## config.mk

```make
export PLATFORM = sky130hd
export DESIGN_NAME = coeff_token_enc02
export DESIGN_NICKNAME = d
export VERILOG_FILES = /design/src/rtl/coeff_token_enc02.sv
export SDC_FILE = /design/constraint.sdc
export NUM_CORES = 1
export LEC_CHECK = 0
export BUFFER_PORTS_ARGS = -buffer_cell sky130_fd_sc_hd__buf_4
export CAP_MARGIN = 25
export CORE_ASPECT_RATIO = 1.2
export CORE_MARGIN = 1
export CORE_UTILIZATION = 35
export DETAILED_ROUTE_END_ITERATION = 8
export GPL_TIMING_DRIVEN = 0
export HOLD_SLACK_MARGIN = 0.1
export PLACE_DENSITY_LB_ADDON = 0.2
export SYNTH_ARGS = -nofsm -noshare
export SYNTH_HDL_FRONTEND = slang
export SYNTH_SLANG_ARGS = --single-unit
export TNS_END_PERCENT = 20
```

## constraint.sdc

```tcl
create_clock -name Clk -period 4.1 [get_ports Clk]
set_input_delay 0 -clock Clk [delete_from_list [all_inputs] [get_ports Clk]]
set_output_delay 0 -clock Clk [all_outputs]
set_load 0.02 [all_outputs]
```

## src/rtl/coeff_token_enc02.sv

```systemverilog
// CAVLC coeff_token encoder (0 <= nC < 2 table): one symbol in, codeword out serially MSB first.
// Optional emitted-bit counter on port BitCount when CT_ENC_BITCOUNT_EN is defined.
module coeff_token_enc02 #(
    parameter int CNT_WIDTH = 32
) (
    input  logic       Clk,
    input  logic       Rst_n,
    input  logic       InValid,
    output logic       InReady,
    input  logic [4:0] TotalCoeff,
    input  logic [1:0] TrailingOnes,
    output logic       BitOut,
    output logic       BitValid,
    input  logic       BitReady,
    output logic       BitLast,
    output logic       Err
`ifdef CT_ENC_BITCOUNT_EN
    ,
    output logic [CNT_WIDTH-1:0] BitCount
`endif
);

    // state | meaning
    // IDLE  | waiting for a symbol, no bit on the output
    // SHIFT | emitting codeword bits, Remaining counts bits still to go
    typedef enum logic {IDLE, SHIFT} state_t;

    state_t      state_q, state_d;
    logic [15:0] shift_q, shift_d;
    logic [4:0]  remain_q, remain_d;
    logic        err_q, err_d;

    logic [20:0] lut;          // {length, right-aligned code}
    logic [15:0] code_aligned;
    logic        legal, fire, accept;

    always_comb begin
        lut = '0;
        case ({TotalCoeff, TrailingOnes})
            {5'd0, 2'd0}:  lut = {5'd1, 16'd1};
            {5'd1, 2'd0}:  lut = {5'd6, 16'd5};    {5'd1, 2'd1}:  lut = {5'd2, 16'd1};
            {5'd2, 2'd0}:  lut = {5'd8, 16'd7};    {5'd2, 2'd1}:  lut = {5'd6, 16'd4};
            {5'd2, 2'd2}:  lut = {5'd3, 16'd1};
            {5'd3, 2'd0}:  lut = {5'd9, 16'd7};    {5'd3, 2'd1}:  lut = {5'd8, 16'd6};
            {5'd3, 2'd2}:  lut = {5'd7, 16'd5};    {5'd3, 2'd3}:  lut = {5'd5, 16'd3};
            {5'd4, 2'd0}:  lut = {5'd10, 16'd7};   {5'd4, 2'd1}:  lut = {5'd9, 16'd6};
            {5'd4, 2'd2}:  lut = {5'd8, 16'd5};    {5'd4, 2'd3}:  lut = {5'd6, 16'd3};
            {5'd5, 2'd0}:  lut = {5'd11, 16'd7};   {5'd5, 2'd1}:  lut = {5'd10, 16'd6};
            {5'd5, 2'd2}:  lut = {5'd9, 16'd5};    {5'd5, 2'd3}:  lut = {5'd7, 16'd4};
            {5'd6, 2'd0}:  lut = {5'd13, 16'd15};  {5'd6, 2'd1}:  lut = {5'd11, 16'd6};
            {5'd6, 2'd2}:  lut = {5'd10, 16'd5};   {5'd6, 2'd3}:  lut = {5'd8, 16'd4};
            {5'd7, 2'd0}:  lut = {5'd13, 16'd11};  {5'd7, 2'd1}:  lut = {5'd13, 16'd14};
            {5'd7, 2'd2}:  lut = {5'd11, 16'd5};   {5'd7, 2'd3}:  lut = {5'd9, 16'd4};
            {5'd8, 2'd0}:  lut = {5'd13, 16'd8};   {5'd8, 2'd1}:  lut = {5'd13, 16'd10};
            {5'd8, 2'd2}:  lut = {5'd13, 16'd13};  {5'd8, 2'd3}:  lut = {5'd10, 16'd4};
            {5'd9, 2'd0}:  lut = {5'd14, 16'd15};  {5'd9, 2'd1}:  lut = {5'd14, 16'd14};
            {5'd9, 2'd2}:  lut = {5'd13, 16'd9};   {5'd9, 2'd3}:  lut = {5'd11, 16'd4};
            {5'd10, 2'd0}: lut = {5'd14, 16'd11};  {5'd10, 2'd1}: lut = {5'd14, 16'd10};
            {5'd10, 2'd2}: lut = {5'd14, 16'd13};  {5'd10, 2'd3}: lut = {5'd13, 16'd12};
            {5'd11, 2'd0}: lut = {5'd15, 16'd15};  {5'd11, 2'd1}: lut = {5'd15, 16'd14};
            {5'd11, 2'd2}: lut = {5'd14, 16'd9};   {5'd11, 2'd3}: lut = {5'd14, 16'd12};
            {5'd12, 2'd0}: lut = {5'd15, 16'd11};  {5'd12, 2'd1}: lut = {5'd15, 16'd10};
            {5'd12, 2'd2}: lut = {5'd15, 16'd13};  {5'd12, 2'd3}: lut = {5'd14, 16'd8};
            {5'd13, 2'd0}: lut = {5'd16, 16'd15};  {5'd13, 2'd1}: lut = {5'd15, 16'd1};
            {5'd13, 2'd2}: lut = {5'd15, 16'd9};   {5'd13, 2'd3}: lut = {5'd15, 16'd12};
            {5'd14, 2'd0}: lut = {5'd16, 16'd11};  {5'd14, 2'd1}: lut = {5'd16, 16'd14};
            {5'd14, 2'd2}: lut = {5'd16, 16'd13};  {5'd14, 2'd3}: lut = {5'd15, 16'd8};
            {5'd15, 2'd0}: lut = {5'd16, 16'd7};   {5'd15, 2'd1}: lut = {5'd16, 16'd10};
            {5'd15, 2'd2}: lut = {5'd16, 16'd9};   {5'd15, 2'd3}: lut = {5'd16, 16'd12};
            {5'd16, 2'd0}: lut = {5'd16, 16'd4};   {5'd16, 2'd1}: lut = {5'd16, 16'd6};
            {5'd16, 2'd2}: lut = {5'd16, 16'd5};   {5'd16, 2'd3}: lut = {5'd16, 16'd8};
            default:       lut = '0;
        endcase
    end

    // Left-align so the MSB of the codeword sits at shift_q[15]
    assign code_aligned = lut[15:0] << (5'd16 - lut[20:16]);
    assign legal        = (TotalCoeff <= 5'd16) && ({3'b000, TrailingOnes} <= TotalCoeff);

    assign BitValid = (state_q == SHIFT);
    assign BitOut   = shift_q[15];
    assign BitLast  = (state_q == SHIFT) && (remain_q == 5'd1);
    assign Err      = err_q;
    assign fire     = BitValid && BitReady;
    assign InReady  = Rst_n && ((state_q == IDLE) || (BitLast && BitReady));
    assign accept   = InValid && InReady;

    always_comb begin
        state_d  = state_q;
        shift_d  = shift_q;
        remain_d = remain_q;
        err_d    = 1'b0;
        if (fire) begin
            shift_d  = {shift_q[14:0], 1'b0};
            remain_d = remain_q - 5'd1;
            if (BitLast) begin
                state_d = IDLE;
            end
        end
        if (accept) begin
            if (legal) begin
                shift_d  = code_aligned;
                remain_d = lut[20:16];
                state_d  = SHIFT;
            end else begin
                err_d = 1'b1;
            end
        end
    end

    always_ff @(posedge Clk) begin
        if (!Rst_n) begin
            state_q  <= IDLE;
            shift_q  <= '0;
            remain_q <= '0;
            err_q    <= 1'b0;
        end else begin
            state_q  <= state_d;
            shift_q  <= shift_d;
            remain_q <= remain_d;
            err_q    <= err_d;
        end
    end

`ifdef CT_ENC_BITCOUNT_EN
    logic [CNT_WIDTH-1:0] count_q;

    always_ff @(posedge Clk) begin
        if (!Rst_n) begin
            count_q <= '0;
        end else if (fire) begin
            count_q <= count_q + 1'b1;
        end
    end

    assign BitCount = count_q;
`endif

endmodule

```

* Word level (Yosys, flattened, before mapping)
Memory sizes are Yosys's and may differ from the RTL's.
Cells that the tools add are included.
** Operators by class
- Multiplexer cells :: 11
- Bitwise gates (word level) :: 1
- Add/subtract/negate cells :: 2
- Shift-type cells :: 1
- Reductions and logical operators :: 8
- $lt $le $gt $ge :: 2
- Eq/ne operators :: 1
** Operator list (count)
- two-way mux 16 bit :: 3
- << shifter 16 x 5 -> 16 bit :: 1
- two-way mux 5 bit :: 3
- logical AND 1 bit :: 6
- equality test 5 x 1 -> 1 bit, second input constant :: 1
- <= comparator 2 x 5 -> 1 bit :: 1
- <= comparator 5 bit, second input constant :: 1
- two-way mux 1 bit :: 5
- subtractor 5 x 1 -> 5 bit, second input constant :: 1
- subtractor 5 bit, first input constant :: 1
- AND reduction 2 bit :: 1
- logical OR 1 bit :: 1
- NOT 1 bit :: 1
** Word-level totals
- Input port bits :: 11
- Memories kept :: 1
- Flip-flop bits (word level) :: 23
- Logic and storage cells :: 31
- Output and inout bits :: 5
- ROM bits :: 1152
** Memories
- (name not given) :: words 128, bits a word 9, read ports 1, clocked after memory_dff 0, wr ports 0, line 39 : case ({TotalCoeff, TrailingOnes})

* Longest topological paths before layout
- Depth in word-level cells :: 7
- Depth in mapped cells :: 13
- Depth with buffers taken out :: 12

* Worst setup path before layout
Ideal clock, no wire load.
- Path kind :: input to register
- Start :: in TrailingOnes[0]
- End :: reg shift_q[14]
- Arrival time :: 2502 ps
- Required time :: 3968 ps
- Buffers on the path :: 0
- Library setup time :: 132 ps
- Stages on the path :: 11
- Path slack :: 1466 ps
- Cells stage by stage :: ha_1 nor2b_1 a211o_1 a32oi_2 nand2_2 ha_1 or3_4 nand2_2 mux2_2 a22oi_1 o22ai_1
** On the way
- Longest elaborated chain between the ends :: 5
- Elaborated cells on any way between the ends :: 7
- Classes of those cells :: add/sub: 1; order compare: 1; shift: 1; mux: 2; reduce/logical: 1; memory: 1
** RTL lines
- from (decl) :: line 11 : input logic [1:0] TrailingOnes,
- memory (128 x 9 bit)
- subtractor 5 bit :: line 77 : assign code_aligned = lut[15:0] << (5'd16 - lut[20:16]);
- << shifter 16 x 5 -> 16 bit :: line 77
- two-way mux 16 bit (*) :: line 101 : if (legal) begin
- two-way mux 16 bit (*) :: line 100 : if (accept) begin
- to (signal assigned) :: line 119 : shift_q <= shift_d;
- to (decl) :: line 29 : logic [15:0] shift_q, shift_d;
Mark *: on every way between the ends. The rest lies on a longest branch, timed or not.
A chain may end at the register's enable or synchronous reset.

* Worst setup path after layout
- Start :: in TrailingOnes[1]
- End :: reg shift_q[14]
Same word-level chain as after synthesis.

==> metrics.md <==
| Metric | Value |
|---|---|
| Arrival time worst endpoint | 3.09 ns |
| CP bufs+invs | 1 |
| Hold Fails Final Rpt | 0 |
| Number of design-rule violations left by the first detailed-router iteration | 125 |
| DRC | 0 |
| Layout net count | 328 |
| Instance count of the mapped netlist | 285 |
| Post-synthesis async set-or-reset flop share | 0% |
| Number of max-cap violations | 0 |
| Relative slew margins | 57.48% |
| Post-CTS Resized | 0 |
| Pin count of the biggest net entering global routing | 14 |
| Period utilisation layout | between 70% and 80% |
| Ys flop type | sky130_fd_sc_hd__dfxtp_1 |
| Worst Max-Slew Pin Slew | between 0.6 and 0.7 ns |
| Leakage power total | 0.9382 nW |
| Share of Yosys cell area claimed by the top area cell type | a little over a fifth |
| Critical path's slowest cell | sky130_fd_sc_hd__or3_4 |
| Achievable frequency | ~340 MHz |
| Layout cells sized above 1 | around 14% |
| Flop2flop setup slack | about 1.7 ns |
| Final Routed Wirelength | ~6 mm |
| Worst min-delay path category | primary input to flop |
| Post-synth design cell area | 2213 um^2 |
| Total Die Area | about 6600 um^2 |
| Vias in the first global route | about 2.1k |
| Std-Cell Core Area | approximately 6100 um^2 |
| Max stage delay on crit path | 0.42 ns |
| DP Wirelength | 4.737 mm |
| WHS | 0.1176 ns |
| Unrepaired setup endpoints after global routing | false |
| Setup violation total in the final timing report | 0 |
| Top-Level Pins | 16 |
| Maximum vdd ir drop | 0.1029 mV |
| Type of element launching the critical path | primary input |
| Remaining Overflow, GRT | 0 |
| Result of the run | complete, no violations |
| Detail Route Antenna Nets | 0 |
| Per-instance average area after synthesis | between 7 and 8 um^2 |
| Number of different library cells in the post-synthesis netlist | 59 |
| Clock tree from TritonCTS | done |
| Layout Area Growth over Synthesis | 11.98% |
| Number of register bits inferred by synthesis | 23 |
| Number of flops mapped to enable cells by yosys | 0 |
| Buffers added on ports | 13 |
| Yosys top cell by area | sky130_fd_sc_hd__dfxtp_1 |
| Final Max Tran Viols | 0 |
| Number of buffers created by CTS | 3 |
| Global-route wire length before repair | 10.12 mm |
| Ranking of synthesized cells by area | sky130_fd_sc_hd__dfxtp_1 (21%), sky130_fd_sc_hd__mux2i_1 (7.7%), sky130_fd_sc_hd__ha_1 (6.8%) |
| Clock-pin slew on the worst setup and hold paths | 0.08 ns |
| Number of nets produced by synthesis | 308 |
| CTS root buffer | sky130_fd_sc_hd__clkbuf_8 |
| Worst setup slack before clock tree synthesis | 0.8523 ns |
| Number of placement rows | 31 |
| First-pass iteration count of the detailed router | 4 |
| Required time of the critical path | 4.24 ns |
| Wire length per cell | about 16 um |
| Chain of cells forming the critical path | buf_4, ha_1, nor2b_1, o311ai_4, a21oi_1, nand2_2, ha_1, or3_4, nand2_2, mux2_2, a22oi_1, o22ai_1 |
| Detailed-route via count | around 2.2k |
| Clock Skews | 0.004489 ns |
| Die width | 74.60 um |
| Max clock buf depth | 2 |
| Worst-path fanout max | 13 |
| Clock insertion delay at the later pin of the skew report | 0.26 ns |
| Setup_tns | 0 ns |
| Setup WS post-layout | 1.155 ns |
| Shortest period the worst path allows | 2.945 ns |
| Number of clock sinks seen by CTS | 23 |
| Initial antenna violation count | 0 |
| Critical path type | primary input to flop |
| Routed vias/inst | 5.679 |
| Initial cell density of the core | roughly 37% |
| Yosys warns | 0 |
| Seq/Total Area, Yosys | 20.80% |
| Power density relative to cell area | between 200 and 250 nW/um^2 |
| Global Route Usage Sum | 19.65% |
| Die Y-Extent | 89.12 um |
| Ant diodes | 0 |
| CP top delay family | simple AND/OR/NAND/NOR gates |
| CP endpoint kind | flop |
| Number of H-tree branching levels | 1 |
| Final estimated routing congestion in global placement | 0.8716 |
==> cell families (layout without fill, tap and decap cells) <==
logic type | count (synthesis) | in the layout | share of synthesized area (%)
compound gates | 88 | 88 | 29.11
xor+xnor | 7 | 7 | 2.770
fa+ha+maj | 12 | 12 | 6.783
buf+inv | 27 | 46 | 5.540
flops | 23 | 23 | 20.80
mux | 23 | 23 | 10.74
simple gates | 105 | 105 | 24.25
==> worst min-delay path, cell delays in order <==
cell	delay, ns
sky130_fd_sc_hd__buf_4	0.09
sky130_fd_sc_hd__a21boi_0	0.11
sky130_fd_sc_hd__nor2_1	0.10
sky130_fd_sc_hd__nor2_1	0.04
==> routing by layer <==
layer,GRT usage (%),wire [um],up-vias
li1,-,-,1089
met1,23.08,2706,1027
met2,36.28,3054,63
met3,1.691,214,13
met4,7.719,144,0
met5,0,0,-
==> per-stage QoR <==
step / util [%] / cells / power, W / area (um^2)
after floorplan: - / 285 / 0.0004077 / 2213
after global placement: 39.89 / 380 / 0.0004656 / 2414
after detailed placement: 39.89 / 380 / 0.0004661 / 2414
after CTS: 40.96 / 386 / 0.0006072 / 2479
after global routing: 40.96 / 386 / 0.0006399 / 2479
final: 40.96 / 386 / 0.0006058 / 2479
==> flip-flops by register name, summed over array words and instances, names as in the netlist <==
register and cells:
BitValid 1, Err 1, remain_q 5, shift_q 16
==> cell type report <==
| cell class | count | area [um^2] |
|---|---|---|
| Clock buffer | 4 | 45.04 |
| Inverter | 10 | 37.54 |
| Fill cell | 661 | 3572 |
| Sequential cell | 23 | 460.4 |
| Multi-Input combinational cell | 235 | 1630 |
| Timing Repair Buffer | 15 | 117.6 |
| Buffer | 17 | 85.08 |
| Tap cell | 82 | 102.6 |
==> cells in the mapped netlist, types with 5 or more instances <==
cell,number
sky130_fd_sc_hd__a21oi_1,16
sky130_fd_sc_hd__inv_1,8
sky130_fd_sc_hd__nand2_1,26
sky130_fd_sc_hd__mux2_2,6
sky130_fd_sc_hd__nor2_1,24
sky130_fd_sc_hd__nor3_1,7
sky130_fd_sc_hd__o22ai_1,6
sky130_fd_sc_hd__a211oi_1,12
sky130_fd_sc_hd__o21ai_0,10
sky130_fd_sc_hd__dfxtp_1,23
sky130_fd_sc_hd__ha_1,12
sky130_fd_sc_hd__a31oi_1,5
sky130_fd_sc_hd__clkbuf_1,6
sky130_fd_sc_hd__buf_2,8
sky130_fd_sc_hd__a21o_1,6
sky130_fd_sc_hd__mux2i_1,17
sky130_fd_sc_hd__nor2b_1,10
==> worst paths after layout <==
check,from,to,cells past startpoint
max reg2reg,remain_q[1]$_SDFF_PN0_,shift_q[10]$_SDFF_PN0_,11
max,TrailingOnes[1],shift_q[14]$_SDFF_PN0_,12
min reg2reg,shift_q[0]$_SDFF_PN0_,shift_q[0]$_SDFF_PN0_,2
min,BitReady,BitValid$_SDFF_PN0_,4
==> power by group <==
group          internal [W]  switching, W
combinational     0.0000889      0.000140
clock             0.0000694     0.0000705
sequential         0.000231    0.00000562
==> layout by cell type, fill, tap and decap left out, types with 5 or more instances in the layout <==
cell,n
sky130_fd_sc_hd__a211oi_1,12
sky130_fd_sc_hd__a21o_1,6
sky130_fd_sc_hd__a21oi_1,16
sky130_fd_sc_hd__a31oi_1,5
sky130_fd_sc_hd__buf_2,8
sky130_fd_sc_hd__buf_4,14
sky130_fd_sc_hd__clkbuf_1,7
sky130_fd_sc_hd__dfxtp_1,23
sky130_fd_sc_hd__ha_1,12
sky130_fd_sc_hd__inv_1,8
sky130_fd_sc_hd__mux2_2,6
sky130_fd_sc_hd__mux2i_1,17
sky130_fd_sc_hd__nand2_1,26
sky130_fd_sc_hd__nor2_1,24
sky130_fd_sc_hd__nor2b_1,10
sky130_fd_sc_hd__nor3_1,7
sky130_fd_sc_hd__o21ai_0,10
sky130_fd_sc_hd__o22ai_1,6
==> what timing repair did <==
| action | in CTS | in global routing |
|---|---|---|
| setup buffers | 0 | 0 |
| hold buffers | 2 | 0 |
| endpoints found under the hold margin | 3 | 0 |
Note: power is estimated with default switching activity, not from simulation.
